$ cat config.mk
export PLATFORM = sky130hd
export DESIGN_NAME = multiplier_interface_flat
export DESIGN_NICKNAME = d
export VERILOG_FILES = /design/src/rtl/multiplier_interface_pkg.sv /design/src/rtl/multiplier_interface_if.sv /design/src/rtl/multiplier_interface_sync_fifo.sv /design/src/rtl/multiplier_interface.sv /design/src/flat_wrapper.sv
export SDC_FILE = /design/constraint.sdc
export NUM_CORES = 1
export LEC_CHECK = 0
export CORE_ASPECT_RATIO = 1.5
export CORE_MARGIN = 2
export CORE_UTILIZATION = 35
export CTS_BUF_LIST = sky130_fd_sc_hd__clkbuf_2
export CTS_CLUSTER_SIZE = 30
export DETAILED_ROUTE_END_ITERATION = 16
export PLACE_DENSITY = 0.51
export RECOVER_POWER = 100
export SLEW_MARGIN = 20
export SYNTH_ARGS = -nofsm -noshare
export SYNTH_HDL_FRONTEND = slang
export SYNTH_SLANG_ARGS = --single-unit
$ cat constraint.sdc
create_clock -name clk -period 9.34 [get_ports clk]
set_input_delay 2.802 -clock clk [delete_from_list [all_inputs] [get_ports clk]]
set_output_delay 2.802 -clock clk [all_outputs]
set_load 0.03 [all_outputs]
$ cat src/rtl/multiplier_interface_pkg.sv
`default_nettype none
// ============================================================================
// Module  : multiplier_interface_pkg
// Brief   : Shared widths and FSM encoding for the divider-to-multiplier link.
// Revision: 1.0
// ============================================================================
package multiplier_interface_pkg;

    localparam int DATA_W = 16;
    localparam int OPER_W = 8;
    localparam int DEPTH  = 16;
    localparam int ADDR_W = 4;

    typedef enum logic [1:0] {
        ST_IDLE = 2'd0,
        ST_LOAD = 2'd1,
        ST_MUL  = 2'd2,
        ST_OUT  = 2'd3
    } state_t;

endpackage
`default_nettype wire

$ cat src/rtl/multiplier_interface_if.sv
`default_nettype none
// ============================================================================
// Module  : multiplier_interface_if
// Brief   : Upstream write port plus downstream result hand-off bundle.
// Revision: 1.0
// ============================================================================
interface multiplier_interface_if
    import multiplier_interface_pkg::*;
();

    logic                  write_req;
    logic [DATA_W-1:0]     fifo_write_data;
    logic                  full_out;
    logic [2*OPER_W-1:0]   product;
    logic                  full_in;
    logic                  done_sig;

    modport master (
        output write_req,
        output fifo_write_data,
        input  full_out,
        input  product,
        output full_in,
        input  done_sig
    );

    modport slave (
        input  write_req,
        input  fifo_write_data,
        output full_out,
        output product,
        input  full_in,
        output done_sig
    );

endinterface
`default_nettype wire

$ cat src/rtl/multiplier_interface_sync_fifo.sv
`default_nettype none
// ============================================================================
// Module  : sync_fifo
// Brief   : Count-based synchronous FIFO with registered read data.
// Revision: 1.0
// ============================================================================
module sync_fifo #(
    parameter int DATA_W = 16,
    parameter int DEPTH  = 16,
    parameter int ADDR_W = 4
) (
    input  logic              clk,
    input  logic              rst_n,
    input  logic              wr_en,
    input  logic [DATA_W-1:0] din,
    input  logic              rd_en,
    output logic [DATA_W-1:0] dout,
    output logic              full,
    output logic              empty
);

    localparam logic [ADDR_W:0] c_one   = (ADDR_W+1)'(1);
    localparam logic [ADDR_W:0] c_depth = (ADDR_W+1)'(DEPTH);

    logic [DATA_W-1:0] r_mem [DEPTH];
    logic [ADDR_W-1:0] r_wr_ptr;
    logic [ADDR_W-1:0] r_rd_ptr;
    logic [ADDR_W:0]   r_count;
    logic [ADDR_W:0]   w_count_nxt;
    logic              r_full;
    logic              w_do_wr;
    logic              w_do_rd;

    // A pop in the same cycle frees a slot, so a write at full is still taken.
    assign w_do_rd = rd_en && (r_count != '0);
    assign w_do_wr = wr_en && (!r_full || w_do_rd);

    always_comb begin
        w_count_nxt = r_count;
        case ({w_do_wr, w_do_rd})
            2'b10:   w_count_nxt = r_count + c_one;
            2'b01:   w_count_nxt = r_count - c_one;
            default: w_count_nxt = r_count;
        endcase
    end

    always_ff @(posedge clk) begin
        if (w_do_wr) begin
            r_mem[r_wr_ptr] <= din;
        end
    end

    always_ff @(posedge clk or negedge rst_n) begin
        if (!rst_n) begin
            r_wr_ptr <= '0;
            r_rd_ptr <= '0;
            r_count  <= '0;
            r_full   <= 1'b0;
            dout     <= '0;
        end else begin
            if (w_do_wr) begin
                r_wr_ptr <= r_wr_ptr + 1'b1;
            end
            if (w_do_rd) begin
                r_rd_ptr <= r_rd_ptr + 1'b1;
                dout     <= r_mem[r_rd_ptr];
            end
            r_count <= w_count_nxt;
            r_full  <= (w_count_nxt == c_depth);
        end
    end

    assign full  = r_full;
    assign empty = (r_count == '0);

endmodule
`default_nettype wire

$ cat src/rtl/multiplier_interface.sv
`default_nettype none
// ============================================================================
// Module  : multiplier_interface
// Brief   : Buffers {quotient, remainder} words and emits their shift-add product.
// Revision: 1.0
// ============================================================================
module multiplier_interface
    import multiplier_interface_pkg::*;
(
    input  logic                  clk,
    input  logic                  rst_n,
    multiplier_interface_if.slave bus
);

    localparam int             CNT_W      = $clog2(OPER_W);
    localparam logic [CNT_W-1:0] c_cnt_last = CNT_W'(OPER_W - 1);

    state_t                r_state;
    state_t                w_state_nxt;
    logic                  w_rd_en;
    logic [DATA_W-1:0]     w_fifo_dout;
    logic                  w_fifo_full;
    logic                  w_fifo_empty;

    logic [2*OPER_W-1:0]   r_op_a;
    logic [OPER_W-1:0]     r_op_b;
    logic [2*OPER_W-1:0]   r_acc;
    logic [CNT_W-1:0]      r_cnt;
    logic [2*OPER_W-1:0]   r_product;
    logic                  r_done;

    sync_fifo #(
        .DATA_W (DATA_W),
        .DEPTH  (DEPTH),
        .ADDR_W (ADDR_W)
    ) u_fifo (
        .clk   (clk),
        .rst_n (rst_n),
        .wr_en (bus.write_req),
        .din   (bus.fifo_write_data),
        .rd_en (w_rd_en),
        .dout  (w_fifo_dout),
        .full  (w_fifo_full),
        .empty (w_fifo_empty)
    );

    always_ff @(posedge clk or negedge rst_n) begin
        if (!rst_n) begin
            r_state <= ST_IDLE;
        end else begin
            r_state <= w_state_nxt;
        end
    end

    always_comb begin
        w_state_nxt = r_state;
        w_rd_en     = 1'b0;
        case (r_state)
            ST_IDLE: begin
                if (!w_fifo_empty) begin
                    w_rd_en     = 1'b1;
                    w_state_nxt = ST_LOAD;
                end
            end
            ST_LOAD: w_state_nxt = ST_MUL;
            ST_MUL: begin
                if (r_cnt == c_cnt_last) begin
                    w_state_nxt = ST_OUT;
                end
            end
            ST_OUT: begin
                if (!bus.full_in) begin
                    w_state_nxt = ST_IDLE;
                end
            end
            default: w_state_nxt = ST_IDLE;
        endcase
    end

    // Operand A is held at full product width so each left shift keeps its bits.
    always_ff @(posedge clk or negedge rst_n) begin
        if (!rst_n) begin
            r_op_a    <= '0;
            r_op_b    <= '0;
            r_acc     <= '0;
            r_cnt     <= '0;
            r_product <= '0;
            r_done    <= 1'b0;
        end else begin
            r_done <= 1'b0;
            case (r_state)
                ST_LOAD: begin
                    r_op_a <= {{OPER_W{1'b0}}, w_fifo_dout[DATA_W-1 -: OPER_W]};
                    r_op_b <= w_fifo_dout[OPER_W-1:0];
                    r_acc  <= '0;
                    r_cnt  <= '0;
                end
                ST_MUL: begin
                    if (r_op_b[0]) begin
                        r_acc <= r_acc + r_op_a;
                    end
                    r_op_a <= r_op_a << 1;
                    r_op_b <= r_op_b >> 1;
                    r_cnt  <= r_cnt + 1'b1;
                end
                ST_OUT: begin
                    if (!bus.full_in) begin
                        r_product <= r_acc;
                        r_done    <= 1'b1;
                    end
                end
                default: ;
            endcase
        end
    end

    assign bus.full_out = w_fifo_full;
    assign bus.product  = r_product;
    assign bus.done_sig = r_done;

endmodule
`default_nettype wire

$ cat src/flat_wrapper.sv
// flat-port wrapper written by rule: the top's interface ports become plain ports
module multiplier_interface_flat import multiplier_interface_pkg::*;
  (clk, rst_n, bus_write_req, bus_fifo_write_data, bus_full_out, bus_product, bus_full_in, bus_done_sig);
  multiplier_interface_if bus_i ();
  input  logic clk;
  input  logic rst_n;
  input wire logic [$bits(bus_i.write_req)-1:0] bus_write_req;
  input wire logic [$bits(bus_i.fifo_write_data)-1:0] bus_fifo_write_data;
  output wire logic [$bits(bus_i.full_out)-1:0] bus_full_out;
  output wire logic [$bits(bus_i.product)-1:0] bus_product;
  input wire logic [$bits(bus_i.full_in)-1:0] bus_full_in;
  output wire logic [$bits(bus_i.done_sig)-1:0] bus_done_sig;
  assign bus_i.write_req = bus_write_req;
  assign bus_i.fifo_write_data = bus_fifo_write_data;
  assign bus_full_out = bus_i.full_out;
  assign bus_product = bus_i.product;
  assign bus_i.full_in = bus_full_in;
  assign bus_done_sig = bus_i.done_sig;
  multiplier_interface u_core (.clk(clk), .rst_n(rst_n), .bus(bus_i));
endmodule
==> summary.txt, run 1 <==
Max VDD drop -> 0.1909 mV
DR WL/cell -> 21.34 um
worst-path maximum fanout -> 16
share of the synthesized area in the top cell type -> 53.24%
TritonCTS clock tree -> done
count of cell types in the netlist -> 56
area leader, netlist -> edfxtp_1
Layout fillers -> 3822
most common cell after layout, fill and taps aside -> edfxtp_1
number of setup buffers added after CTS -> 0
TNS Setup -> 0 ns
FP Rows -> 91
PwrDens -> 301.0 nW/um^2
post-synthesis compound-gate area fraction -> 4.922%
proportion of synthesized area in mux cells -> 14.70%
PostCTS Resize Cnt -> 0
die area -> 42930 um^2
Synth Instances -> 838
Hold Path Class -> flip-flop to flip-flop
syn_nets -> 889
dominant cells by area after synthesis -> edfxtp_1 53%, dfrtp_1 16%, mux4_2 10%, ha_1 2.6%, mux2_2 2.6%
xor and xnor fraction of the mapped netlist area -> 1.456%
slew at the pin closest to its max-slew limit -> 2.641 ns
hold buffers post-CTS -> 0
CTS H-Tree Depth -> 3
number of synthesized flops with an enable pin -> 256
most frequent cells in the layout -> 256 x edfxtp_1, 132 x clkbuf_2, 90 x dfrtp_1
Hold Vio Cnt, Final -> 0
max-cap violations -> 4
Critical Path RT -> 9.91 ns
CTS sink count -> 348
Mean Syn Cell Area -> 17.23 um^2
first-pass GRT wire length -> 48330 um
largest net degree at the start of global routing -> 77
fin crit share -> 62.13%
max-slew violations -> 162
outcome -> finished with violations
Worst-Skew Late Latency -> 1.00 ns
non-filler instance count after layout -> 1501
1st-iter DRT viols -> 403
Num CTS Buffers -> 86
worst setup path class -> input pin to flip-flop
Root Driver -> clkbuf_2
#FFs+latches synth -> 348
GR Util All Layers -> 15.53%
worst hold slack -> 0.5023 ns
number of global-route vias before repair -> 8018
vias per cell -> 4.995
share of post-route cells with drive strength above 1 -> 25.08%
Max transition margin -> -76.09%
Layout Nets -> 976
final setup vio count -> 0
leakage -> 5.896 nW
synth warn -> 0
DR pass1 iterations -> 6
Seq/Total Area, Yosys -> 69.18%
IO Count -> 38
die width -> 169.8 um
initial core utilization -> 35.33%
Routed WL -> 32020 um
mapped cell area -> 14440 um^2
clk buf depth -> 3
fmax -> 0.1723 GHz
final instance area -> 16030 um^2
DRC Markers -> 0
initial antenna violation count -> 1
DP Cell Count -> 1347
Clock transition at path regs -> 0.08 ns
die height -> 252.8 um
Period minus WS final -> 5.803 ns
Post-DP Area -> 15240 um^2
Post-Synth Adder-Cell Area -> 2.738%
nature of the critical path endpoint -> flip-flop
largest family of logic cells by synthesized area -> multiplexers
Final Skew -> 0.07640 ns
Antenna Nets Post-Route -> 0
RSZ-0062 raised after global routing -> no
P&R area growth vs syn -> 11.00%
Worst EP arrival -> 6.38 ns
Simple-Gate Fraction of Synth Area -> 4.627%
core region area -> 40880 um^2
Top FF cell, synth -> edfxtp_1
Post-synth ARST share -> 26.44%
Placer Congestion -> 0.7579
Worst setup SP type -> input pin
dpl hpwl -> 20400 um
grt total ovfl -> 0
DR vias -> 7498
IO buf count -> 37
failing checks -> max-capacitance violations, max-slew violations
[worst max-delay path: stages]
cell and delay [ns]:
dlygate4sd3_1 0.53, a21boi_0 0.97, inv_1 0.27, nor3_1 0.69, and2_0 1.11
[cells in the mapped netlist (10+ instances only)]
| cell type | n |
|---|---|
| and2_1 | 14 |
| clkbuf_1 | 24 |
| edfxtp_1 | 256 |
| o21ai_0 | 39 |
| nor2_1 | 23 |
| dfrtp_1 | 92 |
| nand2_1 | 31 |
| mux4_2 | 64 |
| xnor2_1 | 13 |
| nor3_1 | 19 |
| nand3_1 | 17 |
| xor2_1 | 11 |
| a221o_1 | 10 |
| ha_1 | 30 |
| inv_1 | 23 |
| a21oi_1 | 30 |
| mux2i_1 | 31 |
| mux2_2 | 33 |
[layout make-up]
type / count / area [um^2] / area share (%)
Multi-Input combinational cell: 422 / 4091 / 25.52
Clock inverter: 20 / 138.9 / 0.8664
Sequential cell: 348 / 9992 / 62.34
Timing Repair Buffer: 44 / 417.9 / 2.607
Inverter: 23 / 86.33 / 0.5386
Tap cell: 511 / 639.4 / 3.989
Clock buffer: 132 / 660.6 / 4.121
Antenna cell: 1 / 2.502 / 0.01561
[per-layer routing]
metal	up-vias	share of wire (%)	track usage, %	wire [um]
li1	3499	-	-	-
met1	3798	38	17.01	12140
met2	147	56	28.83	17880
met3	54	3.5	3.048	1129
met4	0	2.7	6.960	873
met5	-	0	0	0
[path summary, 6_finish.rpt]
check                                          start                         end  slack [ns]  depth (start not counted)
max                                    bus_write_req  u_core.u_fifo.r_mem[1][10]        3.54                          5
min                           u_core.bus.product[14]      u_core.bus.product[14]        0.50                          1
max reg2reg                u_core.u_fifo.r_rd_ptr[0]       u_core.u_fifo.dout[0]        3.77                          5
min reg2reg                   u_core.bus.product[14]      u_core.bus.product[14]        0.50                          1
max in group asynchronous                      rst_n           u_core.r_op_a[12]        5.46                          3
min in group asynchronous                      rst_n           u_core.r_state[0]        2.00                          1
[per-stage QoR]
step | setup WS, ns | power (mW) | util, %
final | 3.537 | 4.825 | 39.21
after global placement | 3.524 | 3.858 | 37.29
after detailed placement | 3.412 | 3.882 | 37.29
after floorplan | 4.641 | 3.382 | -
after global routing | 2.986 | 5.161 | 39.21
after CTS | 4.393 | 4.945 | 39.25
[cells by family (layout without fill, tap and decap cells)]
family,after synthesis,after routing
DFF,348,348
AOI/OAI and AO/OA,109,109
adders and majority gates,31,31
muxes,128,128
other,0,1
xor gates and xnor gates,24,24
buffers and inverters,68,219
and+or+nand+nor,130,130
[power breakdown]
group	internal, mW	switching (mW)	total [mW]
Sequential	1.94	0.246	2.18
Clock	0.428	0.605	1.03
Combinational	0.736	0.874	1.61
Total	3.10	1.73	4.82
[registers in the layout, summed over array words and instances (netlist names)]
signal and cells:
u_core.r_op_b 8, u_core.r_state 2, u_core.r_op_a 16, u_core.r_acc 16, u_core.bus.product 16, u_core.u_fifo.r_count 5
u_core.u_fifo.r_rd_ptr 4, u_core.u_fifo.dout 16, u_core.u_fifo.full 1, u_core.u_fifo.r_wr_ptr 4, u_core.r_cnt 3, u_core.u_fifo.r_mem 256
u_core.bus.done_sig 1
No activity file was read; power rests on OpenSTA's default activity.
==> inputs of run 2 (changes only) <==
==> constraint.sdc (replaced) <==
create_clock -name clk -period 5.5 [get_ports clk]
set_input_delay 1.65 -clock clk [delete_from_list [all_inputs] [get_ports clk]]
set_output_delay 1.65 -clock clk [all_outputs]
set_load 0.03 [all_outputs]
==> run 2 against run 1 <==
Effect of this change: the flow still finishes with violations (max-capacitance violations, max-slew violations); power increased by 70%; register-to-register slack worse by 2.7 ns; sequential share of layout area down 0.15 points; worst hold slack got worse by 0.012 ns; critical endpoint is now u_core.u_fifo.full; largest power group unchanged.
==> summary.txt, run 2 (synthesized netlist as in run 1, its figures left out) <==
outcome -> finished with violations
failing checks -> max-capacitance violations, max-slew violations
initial core utilization -> 35.33% (unchanged)
Critical Path RT -> 6.33 ns (-3.58 ns)
max-slew violations -> 175 (+8.0%)
max-cap violations -> 4 (unchanged)
Placer Congestion -> 0.7677 (+1.3%)
Layout fillers -> 3812 (-0.26%)
fmax -> 0.2244 GHz
area occupied by multi-input gates -> 4100 um^2 (+0.21%)
Register-to-Register Path Depth -> 15 (+10)
die width -> 169.8 um (unchanged)
Worst-Skew Late Latency -> 0.97 ns (-0.03 ns)
Max transition margin -> -112.7% (-37 points)
FP Rows -> 91 (unchanged)
CP delay by family, top -> simple AND/OR/NAND/NOR gates
Worst path max stage delay -> 0.88 ns (-0.23 ns)
worst-path maximum fanout -> 36 (+20)
switching part of the total power -> 35.61% (-0.16 points)
DR WL/cell -> 20.89 um (-2.1%)
worst path bufs/invs -> 2 (unchanged)
CTS H-Tree Depth -> 3 (unchanged)
Hold Vio Cnt, Final -> 0 (unchanged)
Max VDD drop -> 0.1831 mV (-4.1%)
number of global-route vias before repair -> 8069 (+0.64%)
r2r setup slk -> 1.04 ns (-2.73 ns)
Period minus WS final -> 4.457 ns
Post-DP Area -> 15300 um^2 (+0.39%)
Hold Path Class -> flip-flop to flip-flop
Clock transition at path regs -> 0.10 ns (+0.02 ns)
Final Skew -> 0.07963 ns (+0.003230 ns)
leakage -> 5.903 nW (+0.11%)
capturing point of the worst reg2reg path -> u_core.u_fifo.full
Largest register FFs -> 256 (unchanged)
grt total ovfl -> 0 (unchanged)
RR Startpoint -> u_core.u_fifo.r_count[1]
final instance area -> 16070 um^2 (+0.28%)
RSZ-0062 raised after global routing -> no
largest net degree at the start of global routing -> 59 (-23%)
Routed WL -> 31490 um (-1.7%)
slew at the pin closest to its max-slew limit -> 3.191 ns (+0.5498 ns)
TNS Setup -> 0 ns (unchanged)
Int Pwr -> 5.275 mW (+70%)
core region area -> 40880 um^2 (unchanged)
worst hold slack -> 0.4900 ns (-0.01233 ns)
die area -> 42930 um^2 (unchanged)
worst setup path class -> flip-flop to flip-flop
sw power -> 2.917 mW (+69%)
GR Util All Layers -> 15.30% (-0.23 points)
most frequent cells in the layout -> 256 x edfxtp_1, 126 x clkbuf_2, 89 x dfrtp_1
most common cell after layout, fill and taps aside -> edfxtp_1
Comb power frac -> 33.2% (-0.2 points)
DR vias -> 7471 (-0.36%)
DRC Markers -> 0 (unchanged)
Worst EP arrival -> 5.29 ns (-1.09 ns)
IO buf count -> 37 (unchanged)
DR pass1 iterations -> 4 (-2)
Root Driver -> clkbuf_2
Setup crit end -> u_core.u_fifo.full
first-pass GRT wire length -> 47870 um (-0.96%)
PostCTS Resize Cnt -> 0 (unchanged)
overall power -> 8.192 mW (+70%)
Antenna Nets Post-Route -> 0 (unchanged)
share of post-route cells with drive strength above 1 -> 25.13% (+0.050 points)
Layout Nets -> 981 (+0.51%)
die height -> 252.8 um (unchanged)
initial antenna violation count -> 1 (unchanged)
vias per cell -> 4.958 (-0.76%)
nature of the critical path endpoint -> flip-flop
number of setup buffers added after CTS -> 0 (unchanged)
hold buffers post-CTS -> 0 (unchanged)
fin crit share -> 81.03%
IO Count -> 38 (unchanged)
largest reg by FF count -> u_core.u_fifo.r_mem
Num CTS Buffers -> 84 (-2.3%)
P&R area growth vs syn -> 11.32%
CTS sink count -> 348 (unchanged)
CP Launch Point -> u_core.u_fifo.r_count[1]
final setup vio count -> 0 (unchanged)
Worst path depth -> 15 (+10)
PwrDens -> 509.6 nW/um^2 (+69%)
Worst setup SP type -> flip-flop
CP Cell Sequence -> or3_1 -> or3_4 -> nand2_1 -> a21boi_2 -> inv_1 -> ha_1 -> xor2_1 -> ha_1 -> inv_1 -> o21ai_0 -> a21oi_1 -> a211oi_1 -> nor2_1 -> xor2_1 -> and3b_1
1st-iter DRT viols -> 327 (-19%)
sequential group share of total power -> 45.1% (about the same)
register area -> 9996 um^2 (about the same)
dpl hpwl -> 20390 um (about the same)
Worst path slowest cell -> nand2_1
clk buf depth -> 3 (unchanged)
Clk pwr share -> 21.6% (+0.2 points)
TritonCTS clock tree -> done
==> run 2: cell count changes in the layout (fill, tap and decap cells not counted), moves of 2 or more <==
cell / change
clkbuf_2: -6
clkinvlp_4: +2
and2_1: +3
clkinv_1: +3
buf_4: +3
clkbuf_1: +4
and2_0: -3
==> run 2: worst min-delay path by stage <==
stage | endpoint | startpoint | slack [ns] | cells past startpoint
after floorplan | u_core.r_acc[5] | u_core.r_acc[5] | 0.46 | 2
after global placement | u_core.bus.product[1] | u_core.bus.product[1] | 0.49 | 1
after detailed placement | u_core.bus.product[9] | u_core.bus.product[9] | 0.49 | 1
after CTS | u_core.r_op_a[12] | u_core.r_op_a[11] | 0.45 | 2
after global routing | u_core.bus.product[9] | u_core.bus.product[9] | 0.52 | 1
final | u_core.r_op_a[12] | u_core.r_op_a[11] | 0.49 | 2
==> run 2: stage by stage <==
stage                     instances  setup slack [ns]  utilization, %
final                          1507             1.043           39.32
after global placement         1355            0.9676           37.44
after detailed placement       1355            0.9467           37.44
after CTS                      1506             1.504           39.43
after floorplan                 838             1.953               -
after global routing           1507            0.5774           39.32
==> run 2: cell type report <==
cell class	count	share of cell area, %
multi-input cells	422	25.51
flip-flops and latches	348	62.19
clock buffers	125	3.892
diodes	1	0.01557
repair buffers	51	2.693
well taps	511	3.978
inverters	23	0.5371
clock inverters	26	1.191
==> run 2: routing by layer <==
layer / track usage [%] / wire, um
met1: 16.28 / 11680
met2: 28.87 / 17780
met3: 3.017 / 1205
met4: 6.960 / 816
met5: 0 / 0
==> run 2: worst reg2reg max path: cells and delay by family (launching register included) <==
kind,cells,cell delay (ns)
flops,1,0.46
xor+xnor,2,0.33
simple gates,5,1.90
fa+ha+maj,2,0.59
compound gates,4,0.76
buf+inv,2,0.29
==> run 2: power groups by stage <==
stage	logic, mW	registers, mW	clock network [mW]
after floorplan	2.18	3.56	0
after global placement	2.79	3.76	0
after detailed placement	2.81	3.77	0
after CTS	2.82	3.71	1.87
after global routing	3.01	3.77	1.99
final	2.72	3.70	1.77
==> inputs of run 3 (changes only) <==
--- a/config.mk
+++ b/config.mk
@@ -11,7 +11,7 @@
 export CTS_BUF_LIST = sky130_fd_sc_hd__clkbuf_2
 export CTS_CLUSTER_SIZE = 30
 export DETAILED_ROUTE_END_ITERATION = 16
-export PLACE_DENSITY = 0.51
+export PLACE_DENSITY = 0.53
 export RECOVER_POWER = 100
 export SLEW_MARGIN = 20
 export SYNTH_ARGS = -nofsm -noshare
==> constraint.sdc (replaced) <==
create_clock -name clk -period 4 [get_ports clk]
set_input_delay 1.2 -clock clk [delete_from_list [all_inputs] [get_ports clk]]
set_output_delay 1.2 -clock clk [all_outputs]
set_load 0.03 [all_outputs]
==> run 3 against run 2 <==
Effect of this change: the run still ends with max-capacitance violations, max-slew violations left; power rose by 35%; critical path depth did not move; fmax rose by 33%; combinational power rose by 36%; clock skew fell by 0.013 ns; critical path type unchanged.
==> summary.txt, run 3 (synthesized netlist as in run 1, its figures left out) <==
outcome -> finished with violations
failing checks -> max-capacitance violations, max-slew violations
most frequent cells in the layout -> 256 x edfxtp_1, 123 x clkbuf_2, 89 x dfrtp_1
final setup vio count -> 0 (unchanged)
Max VDD drop -> 0.3128 mV (+71%)
Register-to-Register Path Depth -> 15 (unchanged)
TritonCTS clock tree -> done
CP Launch Point -> u_core.u_fifo.r_count[1]
CTS H-Tree Depth -> 3 (unchanged)
Comb power frac -> 33.4% (+0.2 points)
DR vias -> 7545 (+0.99%)
die area -> 42930 um^2 (unchanged)
PwrDens -> 687.7 nW/um^2 (+35%)
core region area -> 40880 um^2 (unchanged)
clk buf depth -> 3 (unchanged)
grt total ovfl -> 0 (unchanged)
IO buf count -> 37 (unchanged)
share of post-route cells with drive strength above 1 -> 24.78% (-0.35 points)
Clock transition at path regs -> 0.11 ns (about the same)
Hold Path Class -> input pin to async pin
Hold Vio Cnt, Final -> 0 (unchanged)
Final WS setup -> 0.6368 ns (-0.4064 ns)
CTS sink count -> 348 (unchanged)
die height -> 252.8 um (unchanged)
FP Rows -> 91 (unchanged)
Critical Path RT -> 4.80 ns (-1.53 ns)
Worst EP arrival -> 4.16 ns (-1.13 ns)
pre-CTS WS -> 0.3078 ns (-0.6390 ns)
first-pass GRT wire length -> 45130 um (-5.7%)
number of global-route vias before repair -> 7977 (-1.1%)
IO Count -> 38 (unchanged)
nature of the critical path endpoint -> flip-flop
DR pass1 iterations -> 5 (+1)
dpl hpwl -> 17750 um (-13%)
die width -> 169.8 um (unchanged)
sw power -> 3.881 mW (+33%)
hold buffers post-CTS -> 0 (unchanged)
leakage -> 5.908 nW (about the same)
final instance area -> 16100 um^2 (+0.18%)
worst-path maximum fanout -> 9 (-75%)
number of setup buffers added after CTS -> 0 (unchanged)
DR WL/cell -> 18.80 um (-10%)
PostCTS Resize Cnt -> 0 (unchanged)
most common cell after layout, fill and taps aside -> edfxtp_1
initial antenna violation count -> 1 (unchanged)
1st-iter DRT viols -> 400 (+22%)
final core utilization -> 39.40% (+0.070 points)
initial core utilization -> 35.33% (unchanged)
largest reg by FF count -> u_core.u_fifo.r_mem
max-cap violations -> 2 (-2)
largest net degree at the start of global routing -> 68 (+15%)
max-slew violations -> 96 (-45%)
Root Driver -> clkbuf_2
DRC Markers -> 0 (unchanged)
Max transition margin -> -40.73% (+72 points)
Post-DP Area -> 15420 um^2 (+0.78%)
Worst setup SP type -> flip-flop
sequential group share of total power -> 45.2% (about the same)
fin crit share -> 84.08% (+3.0 points)
GR Util All Layers -> 14.04% (-1.3 points)
vias per cell -> 4.974 (+0.32%)
Clk pwr share -> 21.4% (-0.2 points)
RR Startpoint -> u_core.u_fifo.r_count[1]
Num CTS Buffers -> 84 (unchanged)
slew at the pin closest to its max-slew limit -> 2.111 ns (-1.080 ns)
Final Skew -> 0.06685 ns (-0.01278 ns)
Worst-Skew Late Latency -> 0.96 ns (about the same)
Layout Nets -> 992 (+1.1%)
fmax -> 0.2973 GHz (+33%)
Placer Congestion -> 0.7470 (-2.7%)
Int Pwr -> 7.194 mW (+36%)
Largest register FFs -> 256 (unchanged)
P&R area growth vs syn -> 11.52%
Period minus WS final -> 3.363 ns (-1.094 ns)
TNS Setup -> 0 ns (unchanged)
switching part of the total power -> 35.04% (-0.57 points)
RSZ-0062 raised after global routing -> no
Routed WL -> 28520 um (-9.4%)
Antenna Nets Post-Route -> 0 (unchanged)
worst setup path class -> flip-flop to flip-flop
==> run 3: changes by cell type in the layout (fill, tap and decap cells not counted), moves of 2 or more <==
cell / before / now
and2_1: 5 / 1
clkinv_1: 16 / 14
clkbuf_1: 10 / 22
and2_0: 9 / 13
clkinv_2: 3 / 6
clkbuf_2: 126 / 123
buf_12: 0 / 2
buf_4: 4 / 2
==> run 3: area by class of cell <==
| class | instances | area, um^2 |
|---|---|---|
| fillers | 3728 | 24770 |
| flip-flops and latches | 348 | 9996 |
| multi-input cells | 422 | 4091 |
| well taps | 511 | 639.4 |
| clock buffers | 123 | 615.6 |
| repair buffers | 62 | 498.0 |
| clock inverters | 27 | 173.9 |
| inverters | 23 | 86.33 |
| diodes | 1 | 2.502 |
==> run 3: power groups by stage <==
| stage | Combinational [mW] | Sequential, mW | Clock, mW |
|---|---|---|---|
| 2_1_floorplan | 3.00 | 4.90 | 0 |
| 4_1_cts | 3.85 | 5.03 | 2.50 |
| 6_report | 3.70 | 5.01 | 2.37 |
| 3_5_place_dp | 3.84 | 5.11 | 0 |
| 3_3_place_gp | 3.81 | 5.09 | 0 |
| 5_1_grt | 4.12 | 5.10 | 2.67 |
==> run 3: worst paths after layout <==
path	to	slack [ns]
worst min-delay path	u_core.u_fifo.r_wr_ptr[0]	0.28
worst max-delay path	u_core.u_fifo.full	0.64
min in group clk	u_core.bus.product[3]	0.50
max in group asynchronous	u_core.r_state[0]	1.24
worst max register to register	u_core.u_fifo.full	0.64
worst min register to register	u_core.bus.product[3]	0.50
==> run 3: layer usage <==
| layer | share of wire, % | up-vias | GRT usage, % |
|---|---|---|---|
| li1 | - | 3545 | - |
| met1 | 39 | 3792 | 15.65 |
| met2 | 54 | 155 | 25.28 |
| met3 | 4.5 | 53 | 3.157 |
| met4 | 2.7 | 0 | 6.642 |
| met5 | 0 | - | 0 |
==> run 3: critical path, stage by stage (launching register included) <==
cell and delay (ns):
dfrtp_1 0.46, or3_1 0.43, or3_1 0.34, nand2_1 0.14
a21boi_0 0.12, inv_1 0.16, ha_1 0.36, xor2_1 0.18
ha_1 0.23, inv_1 0.06, o21ai_0 0.14, a21oi_1 0.09
a211oi_1 0.16, nor2_1 0.07, xor2_1 0.15, and3b_1 0.16
==> run 3: through the flow <==
stage	total power, mW	cells	hold slack [ns]
floorplan	7.898	838	0.4635
global placement	8.899	1366	0.4875
detailed placement	8.951	1366	0.4928
CTS	11.38	1516	0.1770
global route	11.90	1517	0.2504
finish	11.07	1517	0.2842
